## src/rtl/flght_seq.sv

```systemverilog
// Flight-mode sequencer: spin-up, inertial calibration with timeout, thrust ramp, run.
// All outputs are registered and decoded from the next state.
module flght_seq #(
   parameter int         SPINUP_CYCLES = 16,
   parameter int         CAL_TIMEOUT   = 64,
   parameter logic [8:0] RAMP_STEP     = 9'h010,
   parameter int         CNT_W         = 16
) (
   input  logic       clk,
   input  logic       rst,
   input  logic       go_cal,
   input  logic       cal_done,
   input  logic       stop,
   input  logic       vld,
   input  logic [8:0] thrst_cmd,
   output logic       inertial_cal,
   output logic       motors_off,
   output logic [8:0] thrst,
   output logic       cal_err,
   output logic       busy
);

   typedef enum logic [2:0] {
      S_IDLE   = 3'd0,
      S_SPINUP = 3'd1,
      S_CAL    = 3'd2,
      S_RAMP   = 3'd3,
      S_RUN    = 3'd4
   } state_t;

   localparam logic [CNT_W-1:0] SPIN_LAST = CNT_W'(SPINUP_CYCLES - 1);
   localparam logic [CNT_W-1:0] CAL_LAST  = CNT_W'(CAL_TIMEOUT - 1);
   localparam logic [CNT_W-1:0] CNT_ONE   = CNT_W'(1);

   state_t           state_q, state_d;
   logic [CNT_W-1:0] cnt_q, cnt_d;
   logic [CNT_W-1:0] cnt_inc;
   logic [8:0]       thrst_q, thrst_d;
   logic             cal_err_q, cal_err_d;
   logic             motors_off_q, motors_off_d;
   logic             inertial_cal_q, inertial_cal_d;
   logic             busy_q, busy_d;
   logic [9:0]       ramp_sum;

   // State register and registered outputs
   always_ff @(posedge clk or posedge rst) begin
      if (rst) begin
         state_q        <= S_IDLE;
         cnt_q          <= '0;
         thrst_q        <= '0;
         cal_err_q      <= 1'b0;
         motors_off_q   <= 1'b1;
         inertial_cal_q <= 1'b0;
         busy_q         <= 1'b0;
      end else begin
         state_q        <= state_d;
         cnt_q          <= cnt_d;
         thrst_q        <= thrst_d;
         cal_err_q      <= cal_err_d;
         motors_off_q   <= motors_off_d;
         inertial_cal_q <= inertial_cal_d;
         busy_q         <= busy_d;
      end
   end

   // Saturating increment keeps the shared counter from wrapping
   assign cnt_inc  = (cnt_q == '1) ? cnt_q : cnt_q + CNT_ONE;
   assign ramp_sum = {1'b0, thrst_q} + {1'b0, RAMP_STEP};

   // Next-state and thrust datapath
   always_comb begin
      state_d   = state_q;
      cnt_d     = cnt_q;
      thrst_d   = thrst_q;
      cal_err_d = cal_err_q;
      if (stop) begin
         state_d = S_IDLE;
         thrst_d = '0;
         cnt_d   = '0;
      end else begin
         unique case (state_q)
            S_IDLE: begin
               thrst_d = '0;
               if (go_cal) begin
                  state_d   = S_SPINUP;
                  cnt_d     = '0;
                  cal_err_d = 1'b0;
               end
            end
            S_SPINUP: begin
               if (cnt_q == SPIN_LAST) begin
                  state_d = S_CAL;
                  cnt_d   = '0;
               end else begin
                  cnt_d = cnt_inc;
               end
            end
            S_CAL: begin
               // cal_done beats a simultaneous timeout
               if (cal_done) begin
                  state_d = S_RAMP;
                  cnt_d   = '0;
               end else if (cnt_q == CAL_LAST) begin
                  state_d   = S_IDLE;
                  cal_err_d = 1'b1;
                  cnt_d     = '0;
               end else begin
                  cnt_d = cnt_inc;
               end
            end
            S_RAMP: begin
               if (vld) begin
                  if (ramp_sum >= {1'b0, thrst_cmd}) begin
                     thrst_d = thrst_cmd;
                     state_d = S_RUN;
                  end else begin
                     thrst_d = ramp_sum[8:0];
                  end
               end
            end
            S_RUN: begin
               if (vld) thrst_d = thrst_cmd;
            end
            default: begin
               state_d = S_IDLE;
               thrst_d = '0;
               cnt_d   = '0;
            end
         endcase
      end
   end

   // Output decode from the next state
   always_comb begin
      motors_off_d   = (state_d == S_IDLE);
      inertial_cal_d = (state_d == S_SPINUP) || (state_d == S_CAL);
      busy_d         = (state_d != S_IDLE);
   end

   assign inertial_cal = inertial_cal_q;
   assign motors_off   = motors_off_q;
   assign thrst        = thrst_q;
   assign cal_err      = cal_err_q;
   assign busy         = busy_q;

endmodule

```

## config.mk

```make
export PLATFORM = sky130hd
export DESIGN_NAME = flght_seq
export DESIGN_NICKNAME = d
export VERILOG_FILES = /design/src/rtl/flght_seq.sv
export SDC_FILE = /design/constraint.sdc
export NUM_CORES = 1
export LEC_CHECK = 0
export ABC_AREA = 1
export CORE_AREA = 2 2 68 70
export CTS_BUF_LIST = sky130_fd_sc_hd__clkbuf_4
export DETAILED_ROUTE_END_ITERATION = 7
export DIE_AREA = 0 0 70 72
export PLACE_DENSITY = 0.76
export SYNTH_ARGS = -nofsm -noshare
export SYNTH_HDL_FRONTEND = slang
export SYNTH_SLANG_ARGS = --single-unit
```

## constraint.sdc

```tcl
create_clock -name clk -period 2.7 [get_ports clk]
set_input_delay 0.54 -clock clk [delete_from_list [all_inputs] [get_ports clk]]
set_output_delay 0.54 -clock clk [all_outputs]
set_load 0.05 [all_outputs]
```

==> results of run 1 <==
routing by layer:
| layer | track usage, % | up-vias | wire (microns) |
|---|---|---|---|
| met2 | 37.14 | 45 | 2387 |
| met3 | 4.306 | 4 | 241 |
| met5 | 0 | - | 0 |
| met4 | 7.051 | 0 | 44 |
| met1 | 25.75 | 968 | 2108 |
| li1 | - | 1094 | - |
cells by family (layout without fill, tap and decap cells):
| kind of cell | count (synthesis) | in the layout |
|---|---|---|
| and+or+nand+nor | 193 | 193 |
| buffers and inverters | 57 | 95 |
| DFF | 32 | 32 |
| AOI/OAI and AO/OA | 24 | 24 |
| adders and majority gates | 11 | 11 |
| xor gates and xnor gates | 11 | 11 |
metrics by stage:
step	cells	setup WS (ns)	power, mW	hold WS (ns)
after floorplan	328	0.1347	0.6028	0.4713
after CTS	418	0.1547	0.9474	0.5290
after global routing	418	0.05185	0.9807	0.5542
final	418	0.3945	0.9299	0.5269
after global placement	410	0.1575	0.6603	0.5058
after detailed placement	410	0.06221	0.6628	0.5056
Yosys cell counts, drive strengths merged (2+ instances only):
master	instances	area, sq um
a21oi	8	51.30
a22oi	2	15.01
dfrtp	31	775.7
ha	11	137.6
inv	56	210.2
nand2	108	417.9
nand3	24	130.1
nand3b	2	15.01
nand4	3	18.77
nor2	43	186.4
nor3	11	77.57
o21ai	12	78.83
xnor2	4	35.03
xor2	7	61.31
report_power, final:
group / total, mW / switching (mW) / internal [mW]
Clock: 0.279 / 0.158 / 0.120
Sequential: 0.497 / 0.00697 / 0.490
Combinational: 0.154 / 0.0956 / 0.0586
worst max-delay path, stage by stage (launching register included):
cell	delay, ns
dfrtp_1	0.46
ha_1	0.24
nand2_1	0.07
inv_1	0.05
nand2_1	0.06
xor2_1	0.14
inv_1	0.07
ha_1	0.28
and3_1	0.15
nand2_1	0.07
nand2_1	0.13
nand2_1	0.09
a21boi_0	0.28
nand3b_1	0.15
final cells by class:
| cell class | instances | share of cell area [%] |
|---|---|---|
| clock inverter | 1 | 0.1391 |
| inverter | 56 | 7.792 |
| sequential | 32 | 29.73 |
| multi-input combinational | 239 | 46.85 |
| clock buffer | 7 | 1.948 |
| tap | 52 | 2.412 |
| timing repair buffer | 31 | 11.13 |
flip-flops by register name (all words and copies together), names as in the netlist:
register      flops
busy              1
cal_err           1
cnt_q            16
inertial_cal      1
motors_off        1
state_q           3
thrst             9
placed cells by master (no fill, tap or decap), types with 3 or more instances in the layout:
| master | Yosys | layout |
|---|---|---|
| inv_1 | 55 | 55 |
| nor3_1 | 9 | 8 |
| nor2_2 | 4 | 4 |
| nor2_4 | 2 | 3 |
| o21ai_0 | 8 | 8 |
| a21oi_1 | 7 | 7 |
| clkdlybuf4s50_1 | 0 | 27 |
| xnor2_1 | 4 | 4 |
| buf_4 | 0 | 4 |
| ha_1 | 11 | 11 |
| nand2_1 | 105 | 105 |
| nand3_1 | 22 | 22 |
| clkbuf_4 | 0 | 7 |
| nor2_1 | 37 | 36 |
| dfrtp_1 | 31 | 31 |
| nand4_1 | 3 | 3 |
| xor2_1 | 7 | 7 |
path summary, 6_finish.rpt:
kind,start,end,cells after the start
setup / recovery,thrst[4],busy,13
hold / removal,cnt_q[15],cnt_q[15],2
setup reg to reg,thrst[4],busy,13
hold reg to reg,cnt_q[15],cnt_q[15],2
max in group asynchronous,rst,motors_off,3
min in group asynchronous,rst,thrst[3],2
==> impl_results.md, run 1 <==
* DRT iter0 DRCs at 124
* Synth Register Bits at 32
* Reg clk slew, reported paths at ~0.1 ns
* Post-DP HPWL at 3853 microns
* Max-capacitance violation count at 0
* Area growth from synthesis to layout at 18.98%
* Drt via density at 5.050
* Slew @ Worst Pin at 0.5323 ns
* Post-CTS resize count at 0
* Primary FF master, synth: dfrtp_1
* Post-CTS Setup Inserts at 0
* Total negative setup slack at 0 ns
* Syn Inst Count at 328
* Post-synthesis net count at 354
* Hold WC Path Type: reg2reg
* Sequential share of the synthesized area at 35.38%
* GRT Overall Usage at 20.99%
* Largest net degree at the start of global routing at 15
* Crit-path max FO at 6
* Drc violations at 0
* Endpoints failing hold at 0
* Clock root buffer master: clkbuf_4
* Post-synthesis adder-cell area fraction at between 6 and 7%
* Cell Rows at 24
* H-tree depth at 2
* Hold-fix buffers at CTS at 0
* Asr flop ratio synth at 100.0%
* Worst Setup Start Kind: register
* Fmax at 0.4337 GHz
* Synth Warn # at 0
* Relative slew slack at between 60% and 70%
* Post-synthesis compound-gate area fraction at 7.009%
* Fin nets at around 400
* Fillers at 395
* TritonRoute pass-1 iters at 4
* Power per cell area at 344.7 nW/um^2
* Cell leakage power at 1.396 nW
* Initial antenna violation count at 0
* Reg area at 802.0 sq um
* Share of cells above drive strength 1 at under 10%
* Core area at 4264 sq um
* Crit path DAT at 2.56 ns
* Drt wl/cell at 11.44 microns
* XOR/XNOR share of the synthesized area at 4.249%
* Setup crit end kind: register
* Die Y at between 70 and 80 microns
* Setup Skew at 0.003113 ns
* Post-route ant nets at 0
* Worst Setup Path Type: reg2reg
* Initial Util at 53.17%
* Outcome: finished clean
* Grt total ovfl at 0
* Final instance area at 2698 sq um
* Global-route wire length before repair at 8562 microns
* Num Clock Sinks at 32
* Final-report max-slew violation count at 0
* Critical Path RT at around 3.0 ns
* Multi-input logic area at 1264 sq um
* Antenna cell count at 0
* Placer Congestion at 0.9282
* Post-placement cell area at approximately 2600 sq um
* Number of distinct library cells after synthesis at 31
* Tmin final at ~2.3 ns
* Die area at 5040 sq um
* Post-layout util at 63.26%
* Max clock buf depth at 2
* Via count at around 2100
* IO buf count at 27
* Largest family of logic cells by synthesized area: simple AND/OR/NAND/NOR gates
* Clk Latency, worst-skew pair at 0.32 ns
* Overall routed net length at 4783 microns
* Final setup vio count at 0
* Ports at 28
* R2r setup slk at between 0.3 and 0.4 ns
* Synth Area in Simple Gates at 37.86%
* CTS tree: built
* Vias in the first global route at 2021
* Mapped Area at 2267 sq um
* EDFF count, synth at 0
* Num CTS Buffers at 5
* RSZ-0062 raised after global routing: false
* Peak VDD IR at 0.2269 mV
* Tcrit/Tclk final at between 80% and 90%
* Avg Cell Area, Syn at 6.912 sq um
* Die width at roughly 70 microns
* Multiplexer area fraction after synthesis at 0%
No activity file was read; power rests on OpenSTA's default activity.
==> run 2, diff against run 1 <==
PLACE_DENSITY = 0.79   (was 0.76)
==> run 2 against run 1 <==
Net effect:
- sequential share of layout area rose by 0.28 points
- setup slack got worse by 0.074 ns
- hold slack lost 0.011 ns
- power increased by 0.71%
- global-route usage is 0.58 points higher
- die area unchanged
- cell area shrank 0.93%
- fmax shrank 3.1%
- critical path depth is 4 higher
- first-iteration DRC count rose by 4.8%
- clock power is 3% higher
- largest cell class unchanged
==> impl_results.md, run 2 (same netlist as run 1, synthesis figures left out) <==
* Reg2reg path depth at 17 (+4)
* Worst Setup Path Type: reg2reg
* Num CTS Buffers at 5 (unchanged)
* IO buf count at 27 (unchanged)
* Relative slew slack at 66.53% (+2.1 points)
* Clk Latency, worst-skew pair at 0.34 ns (+0.02 ns)
* Placer Congestion at 0.8702 (-6.2%)
* Max-capacitance violation count at 0 (unchanged)
* Power per cell area at 350.4 nW/um^2 (+1.7%)
* Cell Rows at 24 (unchanged)
* GRT Overall Usage at 21.58% (+0.58 points)
* Area growth from synthesis to layout at 17.88%
* Total power at 0.9365 mW (+0.71%)
* Critical Path RT at 2.99 ns (+0.03 ns)
* Fin nets at 389 (-0.51%)
* Final-report max-slew violation count at 0 (unchanged)
* Total negative setup slack at 0 ns (unchanged)
* Fmax at 0.4202 GHz (-3.1%)
* Most frequent CP cell: nand2_1
* Setup crit end kind: register
* Final setup vio count at 0 (unchanged)
* Hold worst-path end: thrst[0]
* Share of cells above drive strength 1 at 7.967% (-0.78 points)
* Num Clock Sinks at 32 (unchanged)
* R2r setup slk at 0.32 ns (-0.07 ns)
* HP Start: thrst[0]
* Initial antenna violation count at 0 (unchanged)
* Post-layout util at 62.68% (-0.59 points)
* R2R Path End: thrst[6]
* RSZ-0062 raised after global routing: false
* Hold WC Path Type: reg2reg
* Die Y at 72 microns (unchanged)
* DRT iter0 DRCs at 130 (+4.8%)
* Slew @ Worst Pin at 0.5005 ns (-0.03180 ns)
* Reg clk slew, reported paths at 0.11 ns (about the same)
* Crit-path max FO at 6 (unchanged)
* Ports at 28 (unchanged)
* Drc violations at 0 (unchanged)
* Antenna cell count at 0 (unchanged)
* Hold-fix buffers at CTS at 0 (unchanged)
* Cell leakage power at 1.385 nW (-0.77%)
* Core area at 4264 sq um (unchanged)
* Worst stage delay on the critical path at 0.45 ns (about the same)
* Hold WS at 0.5157 ns (-0.01122 ns)
* Hold path depth at 2 (unchanged)
* Overall routed net length at 4829 microns (+0.96%)
* Via count at 2081 (-1.4%)
* Commonest non-fill, non-tap cell in the layout: nand2_1
* Max reg flops at 16 (unchanged)
* Die width at 70 microns (unchanged)
* Slowest CP cell: dfrtp_1
* Largest net degree at the start of global routing at 33 (+18)
* Vias in the first global route at 2035 (+0.69%)
* Initial Util at 53.17% (unchanged)
* Die area at 5040 sq um (unchanged)
* Tmin final at 2.380 ns (+0.07416 ns)
* TritonRoute pass-1 iters at 4 (unchanged)
* Outcome: finished clean
* Endpoints failing hold at 0 (unchanged)
* Drt via density at 5.002 (-0.95%)
* Peak VDD IR at 0.2196 mV (-3.2%)
* Top reg by flops: cnt_q
* Post-DP HPWL at 3717 microns (-3.5%)
* Drt wl/cell at 11.61 microns (+1.4%)
* Max clock buf depth at 2 (unchanged)
* Grt total ovfl at 0 (unchanged)
* Post-placement cell area at 2614 sq um (-0.57%)
* Post-CTS resize count at 0 (unchanged)
* Setup Skew at 0.01442 ns (+0.01131 ns)
* CP Cell Sequence: ha_1 -> nand2_1 -> inv_1 -> nand2_1 -> xor2_1 -> inv_1 -> ha_1 -> inv_1 -> nor2_1 -> nor3_1 -> nand2_1 -> nor2_2 -> buf_4 -> nand2_1 -> o21ai_0 -> nand2_1 -> nand2_1
* CTS tree: built
* Worst Setup Start Kind: register
* Clock root buffer master: clkbuf_4
* Most frequent cells in the layout: nand2_1 (105), inv_1 (55), nor2_1 (36)
* Post-route ant nets at 0 (unchanged)
* Post-CTS Setup Inserts at 0 (unchanged)
* Global-route wire length before repair at 8804 microns (+2.8%)
* Final instance area at 2673 sq um (-0.93%)
* H-tree depth at 2 (unchanged)
* Worst R2R Start: thrst[4]
* Crit path DAT at 2.67 ns (+0.11 ns)
* Tcrit/Tclk final at 88.14% (+2.7 points)
## run 2: changes by cell type in the layout (fill, tap and decap cells not counted)
cell	before	now
nor3_1	8	9
nor2_2	4	5
nor3_2	1	0
nor2_4	3	2
buf_4	4	2
## run 2: stage by stage
step	cells	worst slack, ns
floorplan	328	0.1347
global placement	408	0.2967
detailed placement	408	0.1983
CTS	416	0.2883
global route	416	0.03250
finish	416	0.3203
## run 2: final cells by class
class	instances	area (sq um)
repair buffers	29	285.3
well taps	52	65.06
fillers	421	1592
clock inverters	1	3.754
multi-input cells	239	1254
inverters	56	210.2
clock buffers	7	52.55
flip-flops and latches	32	802.0
## run 2: report_power, final
| group | switching, mW | total [mW] | internal, mW |
|---|---|---|---|
| logic | 0.0961 | 0.152 | 0.0560 |
| registers | 0.00691 | 0.497 | 0.490 |
| clock network | 0.167 | 0.287 | 0.120 |
| total | 0.270 | 0.937 | 0.666 |
## run 2: worst max-delay path by stage
stage	startpoint	end	slack, ns	cells after the start
6_report	thrst[4]	thrst[6]	0.32	17
5_1_grt	thrst[4]	thrst[8]	0.03	17
4_1_cts	thrst[4]	thrst[8]	0.29	17
3_5_place_dp	thrst_cmd[5]	thrst[6]	0.20	15
3_3_place_gp	thrst_cmd[7]	thrst[7]	0.30	13
2_1_floorplan	thrst[4]	thrst[1]	0.13	15
## run 2: worst max-delay path: cells and delay by family (launching register included)
| family | cells | cell delay, ns |
|---|---|---|
| compound gates | 1 | 0.08 |
| flops | 1 | 0.45 |
| fa+ha+maj | 2 | 0.53 |
| buf+inv | 4 | 0.34 |
| xor+xnor | 1 | 0.15 |
| simple gates | 9 | 0.79 |
## run 2: layer usage
| metal | global-route usage, % | vias up | part of all wire, % |
|---|---|---|---|
| met3 | 4.722 | 7 | 3.5 |
| li1 | - | 1090 | - |
| met2 | 36.30 | 40 | 49 |
| met1 | 27.66 | 944 | 46 |
| met5 | 0 | - | 0 |
| met4 | 7.692 | 0 | 1.7 |
